===== src/rtl/i2s_transmitter.sv =====
// I2S transmitter: serialises one signed mono sample per 64-BCLK frame onto both channels.
// Accepts samples through a valid/ready handshake into a one-entry holding register.
module i2s_transmitter #(
   parameter int WIDTH    = 24,
   parameter int BCLK_DIV = 8
) (
   input  logic             clk,
   input  logic             rst,
   input  logic [WIDTH-1:0] sample_in,
   input  logic             sample_valid,
   output logic             sample_ready,
   output logic             frame_start,
   output logic             underrun,
   output logic             i2s_bclk,
   output logic             i2s_lrclk,
   output logic             i2s_sdata
);

   localparam int DW = (BCLK_DIV > 2) ? $clog2(BCLK_DIV) : 1;
   localparam int IW = $clog2(WIDTH);

   logic [DW-1:0]    div_cnt_q, div_cnt_d;
   logic [5:0]       bit_cnt_q, bit_cnt_d;
   logic             bclk_q, bclk_d;
   logic             lrclk_q, lrclk_d;
   logic             sdata_q, sdata_d;
   logic             frame_start_q, frame_start_d;
   logic             underrun_q, underrun_d;
   logic             full_q, full_d;
   logic [WIDTH-1:0] hold_q, hold_d;
   logic [WIDTH-1:0] cur_q, cur_d;

   logic             fall;
   logic             accept;
   logic [4:0]       slot_pos;
   logic [IW-1:0]    bit_idx;

   always_comb begin
      fall          = (div_cnt_q == DW'(BCLK_DIV - 1));
      accept        = sample_valid && !full_q;
      div_cnt_d     = fall ? '0 : div_cnt_q + 1'b1;
      bclk_d        = (div_cnt_d >= DW'(BCLK_DIV / 2));
      bit_cnt_d     = bit_cnt_q;
      lrclk_d       = lrclk_q;
      sdata_d       = sdata_q;
      frame_start_d = 1'b0;
      underrun_d    = 1'b0;
      full_d        = full_q;
      hold_d        = hold_q;
      cur_d         = cur_q;
      slot_pos      = '0;
      bit_idx       = '0;

      // Accept and load never collide on full: accept requires empty, load only drains when full.
      if (accept) begin
         hold_d = sample_in;
         full_d = 1'b1;
      end

      if (fall) begin
         bit_cnt_d = bit_cnt_q + 1'b1;
         lrclk_d   = bit_cnt_d[5];
         if (bit_cnt_q == 6'd63) begin
            frame_start_d = 1'b1;
            if (full_q) begin
               cur_d  = hold_q;
               full_d = 1'b0;
            end else begin
               underrun_d = 1'b1;
            end
         end
         // Slot bit p carries sample bit WIDTH-p; p=0 is the I2S one-bit delay.
         slot_pos = bit_cnt_d[4:0];
         bit_idx  = IW'(WIDTH) - IW'(slot_pos);
         if (slot_pos != 5'd0 && {1'b0, slot_pos} <= 6'(WIDTH)) begin
            sdata_d = cur_d[bit_idx];
         end else begin
            sdata_d = 1'b0;
         end
      end
   end

   always_ff @(posedge clk) begin
      if (rst) begin
         div_cnt_q     <= '0;
         bit_cnt_q     <= '0;
         bclk_q        <= 1'b0;
         lrclk_q       <= 1'b0;
         sdata_q       <= 1'b0;
         frame_start_q <= 1'b0;
         underrun_q    <= 1'b0;
         full_q        <= 1'b0;
         hold_q        <= '0;
         cur_q         <= '0;
      end else begin
         div_cnt_q     <= div_cnt_d;
         bit_cnt_q     <= bit_cnt_d;
         bclk_q        <= bclk_d;
         lrclk_q       <= lrclk_d;
         sdata_q       <= sdata_d;
         frame_start_q <= frame_start_d;
         underrun_q    <= underrun_d;
         full_q        <= full_d;
         hold_q        <= hold_d;
         cur_q         <= cur_d;
      end
   end

   assign sample_ready = !full_q;
   assign frame_start  = frame_start_q;
   assign underrun     = underrun_q;
   assign i2s_bclk     = bclk_q;
   assign i2s_lrclk    = lrclk_q;
   assign i2s_sdata    = sdata_q;

endmodule


===== config.mk =====
export PLATFORM = sky130hd
export DESIGN_NAME = i2s_transmitter
export DESIGN_NICKNAME = d
export VERILOG_FILES = /design/src/rtl/i2s_transmitter.sv
export SDC_FILE = /design/constraint.sdc
export NUM_CORES = 1
export LEC_CHECK = 0
export CAP_MARGIN = 20
export CELL_PAD_IN_SITES_DETAIL_PLACEMENT = 1
export CELL_PAD_IN_SITES_GLOBAL_PLACEMENT = 2
export CORE_MARGIN = 2
export CORE_UTILIZATION = 33
export CTS_CLUSTER_DIAMETER = 40
export DETAILED_ROUTE_END_ITERATION = 8
export PLACE_DENSITY = 0.9
export SKIP_LAST_GASP = 1
export SLEW_MARGIN = 20
export SYNTH_ARGS = -nofsm -noshare
export SYNTH_HDL_FRONTEND = slang
export SYNTH_SLANG_ARGS = --single-unit

===== constraint.sdc =====
create_clock -name clk -period 2.9 [get_ports clk]
set_clock_uncertainty 0.1 [all_clocks]
set_input_delay 0.87 -clock clk [delete_from_list [all_inputs] [get_ports clk]]
set_output_delay 0.87 -clock clk [all_outputs]
set_load 0.02 [all_outputs]

==> reports/qor.json <==
{
  "status": {"value": "finished, final reports clean"},
  "arrival": {"value": 2.60, "unit": "ns"},
  "path_delay_family": {"value": "adder cells"},
  "worst_setup_path_end_kind": {"value": "flip-flop"},
  "synth.net_count": {"value": 367},
  "synth_top_area_cell": {"value": "sky130_fd_sc_hd__dfxtp_1"},
  "die_h": {"value": 95.56, "unit": "microns"},
  "grt_antenna_before_repair": {"value": 0},
  "syn_area": {"value": 2766, "unit": "sq um"},
  "setup.worst_path.start": {"value": "bit_cnt_q[1]$_SDFFE_PP0P_"},
  "yosysWarnings": {"value": 0},
  "xor_and_xnor_area_share_after_synthesis": {"value": 0.01900},
  "grt_pass1_vias": {"value": 2413},
  "place_ws": {"value": 0.4680, "unit": "ns"},
  "fin_tns_setup": {"value": 0, "unit": "ns"},
  "synth.top_cells.by_area": {"value": "sky130_fd_sc_hd__dfxtp_1 (44%), sky130_fd_sc_hd__nand2_1 (15%), sky130_fd_sc_hd__a21oi_1 (9.4%)"},
  "critical_path.n_buffers_inverters": {"value": 1},
  "clkSlewWorstSetupHoldPaths": {"value": 0.07, "unit": "ns"},
  "final-seq-area": {"value": 1221, "unit": "sq um"},
  "reported_max_cap_violation_count": {"value": 0},
  "number_of_enable_type_register_cells_in_the_synthesized_netlist": {"value": 0},
  "synth.top_cell.area_share": {"value": 0.4414},
  "insertion_delay_of_the_later_clocked_pin_in_the_worst_skew_pair": {"value": 0.34, "unit": "ns"},
  "detailroute.via_count": {"value": 2384},
  "grt_setup_unrepaired": {"value": "no"},
  "via_per_inst": {"value": 5.051},
  "routabilityCongestion": {"value": 0.7910},
  "drt_first_pass_iters": {"value": 4},
  "hpwl": {"value": 4650, "unit": "microns"},
  "final_max_slew_viol_count": {"value": 0},
  "die_w": {"value": 95.56, "unit": "microns"},
  "start_util": {"value": 0.3384},
  "synth_top_family_by_area": {"value": "simple AND/OR/NAND/NOR gates"},
  "syn_area_per_cell": {"value": 8.209, "unit": "sq um"},
  "reg2reg_from": {"value": "bit_cnt_q[1]$_SDFFE_PP0P_"},
  "drt_iter0_markers": {"value": 110},
  "post_cts_buffers": {"value": 0},
  "multi_input_area": {"value": 1389, "unit": "sq um"},
  "grt_start_max_net_pins": {"value": 42},
  "most-common-layout-cells": {"value": "sky130_fd_sc_hd__nand2_1 (107), sky130_fd_sc_hd__dfxtp_1 (61), sky130_fd_sc_hd__a21oi_1 (52), sky130_fd_sc_hd__clkdlybuf4s50_1 (31), sky130_fd_sc_hd__nor2_1 (13)"},
  "tritoncts.num_buffers": {"value": 9},
  "global_route_wire_length_before_repair": {"value": 11140, "unit": "microns"},
  "detail-route-antenna-nets": {"value": 0},
  "cts_htree_levels": {"value": 3},
  "hold_path_class": {"value": "reg2reg"},
  "fin_nets": {"value": 392},
  "cts.root.buffer_cell": {"value": "sky130_fd_sc_hd__clkbuf_8"},
  "cts_tree": {"value": "done"},
  "ir_drop_worst_case_vdd": {"value": 0.2015, "unit": "mV"},
  "ys_seq_area_frac": {"value": 0.4414},
  "fin_crit_sh": {"value": 0.8547},
  "timing_worst_slew_pin_value": {"value": 0.7651, "unit": "ns"},
  "io-pin-count": {"value": 33},
  "synth-simple-area-share": {"value": 0.2352},
  "ys_types": {"value": 47},
  "floorplan.die_area": {"value": 9132, "unit": "sq um"},
  "synth-compound-area-share": {"value": 0.1502},
  "yosys-mux-area-fraction": {"value": 0.08412},
  "worst-setup-path-type": {"value": "reg2reg"},
  "groute.usage.overall": {"value": 0.1588},
  "final_critical_path_setup_slack": {"value": 0.4215, "unit": "ns"},
  "critPathMaxFanout": {"value": 14},
  "fillerInstances": {"value": 979},
  "fmaxAchievable": {"value": 0.4035, "unit": "GHz"},
  "synth_async_reset_ratio": {"value": 0},
  "number_of_storage_elements_in_the_synthesis_netlist": {"value": 61},
  "insertedDiodeCount": {"value": 0},
  "drc": {"value": 0},
  "max_stage_delay": {"value": 0.64, "unit": "ns"},
  "worstPathRequired": {"value": 3.03, "unit": "ns"},
  "post_route_cells_drive_above_1_share": {"value": 0.1035},
  "critical_path.slowest_cell": {"value": "sky130_fd_sc_hd__ha_1"},
  "yosys.area_share.adder": {"value": 0.01357},
  "cts.path.max_buffers": {"value": 2},
  "port_buffers": {"value": 32},
  "final.min_clock_period": {"value": 2.479, "unit": "ns"},
  "synth_cells": {"value": 337},
  "power_density": {"value": 530.9, "unit": "nW/um^2"},
  "cellLeakagePower": {"value": 1.155, "unit": "nW"},
  "rows": {"value": 33},
  "post_cts_resize_count": {"value": 0},
  "ctsHoldBuffers": {"value": 0},
  "report.final.setup_viol": {"value": 0},
  "layout.cells.most_common": {"value": "sky130_fd_sc_hd__nand2_1"},
  "cp_cell_sequence": {"value": "ha_1 -> buf_4 -> mux4_2 -> a22oi_1 -> and4_1 -> nor4_2"},
  "area_growth": {"value": 21.66, "unit": "%"},
  "totalWireLength": {"value": 6604, "unit": "microns"},
  "wire_per_inst": {"value": 13.99, "unit": "microns"},
  "yosys_most_used_dff": {"value": "sky130_fd_sc_hd__dfxtp_1"},
  "maxSlewHeadroom": {"value": 0.4887},
  "final-hold-violation-count": {"value": 0},
  "min_from": {"value": "div_cnt_q[0]$_SDFF_PP0_"},
  "global_route.overflow_total": {"value": 0},
  "setup.worst_path.start_class": {"value": "flip-flop"},
  "tritoncts_num_sinks": {"value": 61},
  "floorplan.core_area": {"value": 8175, "unit": "sq um"}
}
## worst register-to-register path, cell delays in order, from the launching register on
cell                      delay [ns]
sky130_fd_sc_hd__dfxtp_1        0.40
sky130_fd_sc_hd__ha_1           0.64
sky130_fd_sc_hd__buf_4          0.26
sky130_fd_sc_hd__mux4_2         0.52
sky130_fd_sc_hd__a22oi_1        0.17
sky130_fd_sc_hd__and4_1         0.23
sky130_fd_sc_hd__nor4_2         0.05
## stage by stage
step | instances | utilization | cell area, sq um | power (mW) | hold slack (ns)
global route | 472 | 0.4117 | 3366 | 1.855 | 0.3514
floorplan | 337 | - | 2766 | 0.9476 | 0.3043
CTS | 472 | 0.4117 | 3366 | 1.817 | 0.3328
global placement | 456 | 0.3858 | 3154 | 1.003 | 0.3127
detailed placement | 456 | 0.3858 | 3154 | 1.008 | 0.3238
finish | 472 | 0.4117 | 3366 | 1.787 | 0.3285
## routing by layer
metal,GRT usage,share of wire
met2,0.2768,0.51
met5,0,0
met4,0.08095,0.020
met1,0.1815,0.43
met3,0.03478,0.034
## power breakdown
part	internal, mW	switching [mW]	leakage, nW
logic	0.0552	0.0524	0.554
registers	0.861	0.0175	0.496
clock network	0.466	0.334	0.106
## cell families after synthesis
logic type,after synthesis
AOI/OAI and AO/OA,72
xor gates and xnor gates,6
adders and majority gates,3
buffers and inverters,33
DFF,61
muxes,14
and+or+nand+nor,148
## registers in the layout, indices dropped and copies added (netlist names)
signal       flops
bit_cnt_q        6
cur_q           24
div_cnt_q        3
frame_start      1
full_q           1
hold_q          24
i2s_sdata        1
underrun         1
## final timing paths
path	endpoint	slack, ns	cells past startpoint
max	i2s_sdata$_SDFFE_PP0P_	0.42	6
min	div_cnt_q[0]$_SDFF_PP0_	0.33	1
max reg2reg	i2s_sdata$_SDFFE_PP0P_	0.42	6
min reg2reg	div_cnt_q[0]$_SDFF_PP0_	0.33	1
## cell usage after synthesis, types with 2 or more instances
cell                         n
sky130_fd_sc_hd__nand4_1     3
sky130_fd_sc_hd__nor2b_1     5
sky130_fd_sc_hd__and4_1      2
sky130_fd_sc_hd__o211ai_1    3
sky130_fd_sc_hd__mux2i_1     6
sky130_fd_sc_hd__dfxtp_1    61
sky130_fd_sc_hd__a31oi_1     2
sky130_fd_sc_hd__nand2b_1    2
sky130_fd_sc_hd__xor2_1      3
sky130_fd_sc_hd__nor3_1      4
sky130_fd_sc_hd__nand2_1   107
sky130_fd_sc_hd__mux4_2      6
sky130_fd_sc_hd__ha_1        3
sky130_fd_sc_hd__inv_1       4
sky130_fd_sc_hd__buf_2       5
sky130_fd_sc_hd__buf_6       2
sky130_fd_sc_hd__a21oi_1    52
sky130_fd_sc_hd__and2_1      2
sky130_fd_sc_hd__clkbuf_1   19
sky130_fd_sc_hd__o21ai_0     3
sky130_fd_sc_hd__nor2_1     13
sky130_fd_sc_hd__buf_4       3
sky130_fd_sc_hd__xnor2_1     3
## layout make-up
cell class,count,share of cell area
sequential,61,0.3628
inverter,4,0.004461
tap,105,0.03903
multi-input combinational,243,0.4126
clock inverter,3,0.01264
timing repair buffer,43,0.1182
clock buffer,13,0.05019
(Power assumes the default switching activity.)
